--- src/rtl/uart_prog_loader.sv ---
// UART 8N1 receiver and instruction-memory program loader.
// Bytes are packed MSB-first into 32-bit words and written to ascending
// word addresses until the terminator word arrives or memory is full.
// The core is held in reset until loading has completed.
module uart_prog_loader #(
  parameter int unsigned CLKS_PER_BIT = 87,
  parameter int unsigned ADDR_W       = 14,
  parameter logic [31:0] TERM_WORD    = 32'h00000FFF
) (
  input  logic              clk_i,
  input  logic              rst_ni,
  input  logic              rx_i,
  input  logic              en_i,
  output logic              ready_o,
  output logic              we_o,
  output logic [ADDR_W-1:0] addr_o,
  output logic [31:0]       wdata_o,
  output logic              done_o,
  output logic              frame_err_o,
  output logic              core_rst_no
);

  localparam int unsigned CNT_W = $clog2(CLKS_PER_BIT + 1);
  localparam logic [CNT_W-1:0] LAST = CNT_W'(CLKS_PER_BIT - 1);
  localparam logic [CNT_W-1:0] MID  = CNT_W'(CLKS_PER_BIT / 2);

  typedef enum logic [1:0] {IDLE, START, DATA, STOP} state_t;

  state_t             state, state_nx;
  logic [CNT_W-1:0]   cnt, cnt_nx;
  logic [2:0]         idx, idx_nx;
  logic [7:0]         shift, shift_nx;
  logic               hold, hold_nx;
  logic               byte_valid, frame_set;
  logic               rx_meta, rx_s;

  logic [23:0]        partial;
  logic [1:0]         bcnt;
  logic               we, done, ready, frame;
  logic [ADDR_W-1:0]  addr;
  logic [31:0]        wdata;
  logic [31:0]        word_full;

  assign word_full = {partial, shift};

  // Two-flop synchroniser for the asynchronous serial line (idles high).
  always_ff @(posedge clk_i or negedge rst_ni) begin
    if (!rst_ni) begin
      rx_meta <= 1'b1;
      rx_s    <= 1'b1;
    end else begin
      rx_meta <= rx_i;
      rx_s    <= rx_meta;
    end
  end

  // Byte receiver state register.
  always_ff @(posedge clk_i or negedge rst_ni) begin
    if (!rst_ni) begin
      state <= IDLE;
      cnt   <= '0;
      idx   <= '0;
      shift <= '0;
      hold  <= 1'b0;
    end else begin
      state <= state_nx;
      cnt   <= cnt_nx;
      idx   <= idx_nx;
      shift <= shift_nx;
      hold  <= hold_nx;
    end
  end

  // Byte receiver next state: mid-start confirm, mid-bit sampling, stop check.
  // hold marks a framing error: stay in STOP until the line returns high.
  always_comb begin
    state_nx   = state;
    cnt_nx     = cnt;
    idx_nx     = idx;
    shift_nx   = shift;
    hold_nx    = hold;
    byte_valid = 1'b0;
    frame_set  = 1'b0;
    if (!en_i || done) begin
      state_nx = IDLE;
      cnt_nx   = '0;
      idx_nx   = '0;
      hold_nx  = 1'b0;
    end else begin
      case (state)
        IDLE: begin
          if (!rx_s) begin
            state_nx = START;
            cnt_nx   = '0;
          end
        end
        START: begin
          if (cnt == MID) begin
            cnt_nx   = '0;
            idx_nx   = '0;
            state_nx = rx_s ? IDLE : DATA;
          end else begin
            cnt_nx = cnt + 1'b1;
          end
        end
        DATA: begin
          if (cnt == LAST) begin
            cnt_nx        = '0;
            shift_nx[idx] = rx_s;
            if (idx == 3'd7) state_nx = STOP;
            else             idx_nx   = idx + 1'b1;
          end else begin
            cnt_nx = cnt + 1'b1;
          end
        end
        STOP: begin
          if (hold) begin
            if (rx_s) begin
              hold_nx  = 1'b0;
              cnt_nx   = '0;
              state_nx = IDLE;
            end
          end else if (cnt == LAST) begin
            cnt_nx = '0;
            if (rx_s) begin
              byte_valid = 1'b1;
              state_nx   = IDLE;
            end else begin
              frame_set = 1'b1;
              hold_nx   = 1'b1;
            end
          end else begin
            cnt_nx = cnt + 1'b1;
          end
        end
        default: state_nx = IDLE;
      endcase
    end
  end

  // Word assembly, memory write strobe, address advance and sticky flags.
  always_ff @(posedge clk_i or negedge rst_ni) begin
    if (!rst_ni) begin
      partial <= '0;
      bcnt    <= '0;
      we      <= 1'b0;
      addr    <= '0;
      wdata   <= '0;
      done    <= 1'b0;
      ready   <= 1'b0;
      frame   <= 1'b0;
    end else begin
      we    <= 1'b0;
      ready <= en_i & ~done;
      if (frame_set) frame <= 1'b1;
      if (we) begin
        if (addr == '1) done <= 1'b1;
        else            addr <= addr + 1'b1;
      end
      if (!en_i || done) begin
        bcnt <= '0;
      end else if (byte_valid) begin
        partial <= word_full[23:0];
        bcnt    <= bcnt + 1'b1;
        if (bcnt == 2'd3) begin
          if (word_full == TERM_WORD) begin
            done <= 1'b1;
          end else begin
            we    <= 1'b1;
            wdata <= word_full;
          end
        end
      end
    end
  end

  assign ready_o     = ready;
  assign we_o        = we;
  assign addr_o      = addr;
  assign wdata_o     = wdata;
  assign done_o      = done;
  assign frame_err_o = frame;
  assign core_rst_no = done;

endmodule

--- config.mk ---
export PLATFORM = sky130hd
export DESIGN_NAME = uart_prog_loader
export DESIGN_NICKNAME = d
export VERILOG_FILES = /design/src/rtl/uart_prog_loader.sv
export SDC_FILE = /design/constraint.sdc
export NUM_CORES = 1
export LEC_CHECK = 0
export BUFFER_PORTS_ARGS = -buffer_cell sky130_fd_sc_hd__buf_2
export CAP_MARGIN = 20
export CORE_ASPECT_RATIO = 1.25
export CORE_MARGIN = 2
export CORE_UTILIZATION = 40
export CTS_CLUSTER_DIAMETER = 60
export DETAILED_ROUTE_END_ITERATION = 6
export PLACE_DENSITY_LB_ADDON = 0.3
export REMOVE_ABC_BUFFERS = 1
export SYNTH_ARGS = -nofsm -noshare
export SYNTH_HDL_FRONTEND = slang
export SYNTH_SLANG_ARGS = --single-unit
export TNS_END_PERCENT = 5
--- constraint.sdc ---
create_clock -name clk_i -period 5.9 [get_ports clk_i]
set_input_delay 0.59 -clock clk_i [delete_from_list [all_inputs] [get_ports clk_i]]
set_output_delay 0.59 -clock clk_i [all_outputs]
set_load 0.03 [all_outputs]
==> metrics <==
Internal=1.07 mW; Inserted Clock Buffers=9; Die Area=between 10,000 and 15,000 sq um; post-CTS setup buffer count=0; CP peak stage delay=roughly 670 ps; clock share of power=a little under half; reg2reg setup slack=~3100 ps; Max-Cap Viols=0; DIE HEIGHT=approximately 120 um; YS warnings=0; H-tree levels=3; WL/cell=~16 um; Syn Inst Count=approximately 350; DRT Pass-1 Iters=4; total power per unit cell area=between 200 and 300 nW/um^2; P&R area growth vs syn=14.5%; largest net degree at the start of global routing=between 50 and 60; Max clock buf depth=2; leakage power=~2.6 nW; Seq/Total Area, Yosys=around 54%; PortBufs=54; Reg area=about 2500 sq um; crit path capture type=flop; worst path cell trace=inv_1, ha_1, nand4b_1, nor4_4, buf_4, o311a_4, mux2_2; I/O pin cnt=55; DR iter-0 viols=128; Synth top area share=52.7%; relative slew slack=42.6%; number of global-route vias before repair=2,991; highest clock rate=between 0.3 and 0.4 GHz; fin nets=between 400 and 500; Antenna diodes=0; routed wire length=around 9000 um; CP max-delay cell=o311a_4; die width=between 100 and 150 um; Multi-input gate area=2000 sq um; # fillers=roughly 1.0k; number of synthesized flops with an enable pin=0; CTS tree=done; met1 Usage GRT=19.8%; power after layout=1.38 mW; Post-synth ARST share=100%; Setup Skew=just over 7 ps; count leader, synth=dfrtp_1; Critical Path AT=between 3000 and 4000 ps; fin crit period=between 2000 and 3000 ps; core box area=roughly 11,000 sq um; number of synthesized register bits=slightly below 100; Seq pwr share=50.6%; drc violations=0; CTS sink cnt=just under 100; Max FO, Critical Path=32; largest cells by area after synthesis=dfrtp_1 (53%), mux2_4 (9.8%), mux2_2 (9.3%), nand2_1 (1.7%), nand4b_1 (1.7%); worst reg2reg path endpoint=wdata_o[1]$_DFFE_PN0P_; HPWL after DPL=6070 um; Vias/cell=around 5.4; antenna violations before repair=0; Mapped Area=approximately 4600 sq um; synth cell count leaders=dfrtp_1 (97), mux2_2 (38), mux2_4 (30); NetSw=just over 0.3 mW; met2 Use GR=about a quarter; Final Hold Vio Count=0; Max Slew Vio Count=0; Yosys cell types=56; critical path class=flop to flop; post-place setup slack=~3000 ps; Synth area leader=dfrtp_1; reg-to-reg critical path startpoint=cnt[0]$_DFFE_PN0P_; worst setup margin=a little over 3000 ps; critical path required time=just over 6000 ps; final instance area=approximately 5300 sq um; Final GP Congestion=between 0.8 and 0.9; Hold Crit Class=primary input to asynchronous set/reset pin; post-cts sizing count=0; met3 Use GR=3.03%; share of cells above drive strength 1=between 30% and 40%; hold buffer count at cts=0; Peak supply drop=around 0.13 mV; CTS root buf=clkbuf_16; slew of the pin with the lowest slew margin=839 ps; Worst-path clk slew=70 ps; GR peak layer=met2; type of origin of the critical path=flop; Via Count=roughly 3.0k; Comb pwr share=around 3.0%; Rows=43; clk_lat worst skew=between 300 and 400 ps; final setup vio count=0; RSZ-0062 raised after global routing=no; dpl cell area=roughly 5000 sq um; dominant synthesized flop cell=dfrtp_1; starting density of the core=41.2%; GR Overflow Total=0; part of the cycle the worst path needs=a little under half; Sw Share=22.3%; Total Neg Setup Slack=0 ps; outcome=finished clean; syn avg cell area=roughly 13 sq um; DRT antenna net count=0; all-layer global routing usage=15.5%; final core occ=about 47%; first-pass GRT wire length=around 15,000 um; path depth of the worst reg2reg path=7
==> cells in the final DEF (no fill, tap or decap), drive strengths merged, types with 4 or more instances in the layout <==
cell,count
a21o,4
a21oi,4
buf,56
clkbuf,9
dfrtp,97
ha,6
inv,6
mux2,68
mux2i,4
nand2,21
nand2b,7
nand3,9
nand4,11
nand4b,9
nor2,15
nor3,9
nor4,8
o21ai,6
or3,5
xnor2,5
xor2,5
==> cells by family (layout without fill, tap and decap cells) <==
kind of cell             count (synthesis)  count (layout)  synth area share, %
AO/OA/AOI/OAI                           36              36                 6.08
XOR/XNOR                                10              10                 1.90
adder cells (fa/ha/maj)                  6               6                 1.63
buffers and inverters                   20              77                 2.80
flip-flops                              99              99                 53.8
multiplexers                            72              72                 19.9
AND/OR/NAND/NOR                        109             109                 13.9
==> flip-flops by register name (all words and copies together), names as in the netlist, 2 cells and up <==
| register | count |
|---|---|
| addr_o | 14 |
| bcnt | 2 |
| cnt | 7 |
| idx | 3 |
| partial | 24 |
| shift | 8 |
| state | 2 |
| wdata_o | 32 |
==> critical path: cells and delay by family, from the launching register on <==
family                     cells  cell delay (ps)
AOI/OAI and AO/OA              1              670
buffers and inverters          2              440
DFF                            1              420
and+or+nand+nor                2              580
muxes                          1              410
adders and majority gates      1              150
==> stage by stage <==
| step | instances | hold WS [ps] |
|---|---|---|
| after global placement | 528 | 346 |
| after CTS | 544 | 258 |
| final | 544 | 237 |
| after detailed placement | 528 | 347 |
| after global routing | 544 | 281 |
| after floorplan | 337 | 294 |
==> how the worst max path moves through the flow <==
stage / from / to / slack [ps] / depth (start not counted)
CTS: cnt[0]$_DFFE_PN0P_ / wdata_o[1]$_DFFE_PN0P_ / 3070 / 7
finish: cnt[0]$_DFFE_PN0P_ / wdata_o[1]$_DFFE_PN0P_ / 3120 / 7
detailed placement: en_i / wdata_o[1]$_DFFE_PN0P_ / 2960 / 6
global route: cnt[0]$_DFFE_PN0P_ / wdata_o[1]$_DFFE_PN0P_ / 2920 / 7
global placement: en_i / wdata_o[1]$_DFFE_PN0P_ / 3050 / 6
floorplan: core_rst_no$_DFF_PN0_ / wdata_o[0]$_DFFE_PN0P_ / 2600 / 4
==> routing by layer <==
metal / vias to the layer above / routed length, um
met2: 39 / 4340
met5: - / 0
met4: 0 / 182
li1: 1416 / -
met3: 15 / 255
met1: 1490 / 4180
==> layout make-up <==
class                           count  area share, %
Tap cell                          135           3.20
Sequential cell                    99           47.0
Timing Repair Buffer               56           5.45
Clock buffer                        9           4.27
Inverter                            5          0.355
Multi-Input combinational cell    233           37.9
Clock inverter                      7           1.87
==> power groups by stage <==
stage               sequential (mW)  clock, mW  combinational, mW
floorplan                     0.707          0             0.0200
global placement              0.709          0             0.0406
detailed placement            0.710          0             0.0427
CTS                           0.697      0.654             0.0427
global route                  0.699      0.687             0.0478
finish                        0.697      0.640             0.0416
No activity file was read; power rests on OpenSTA's default activity.
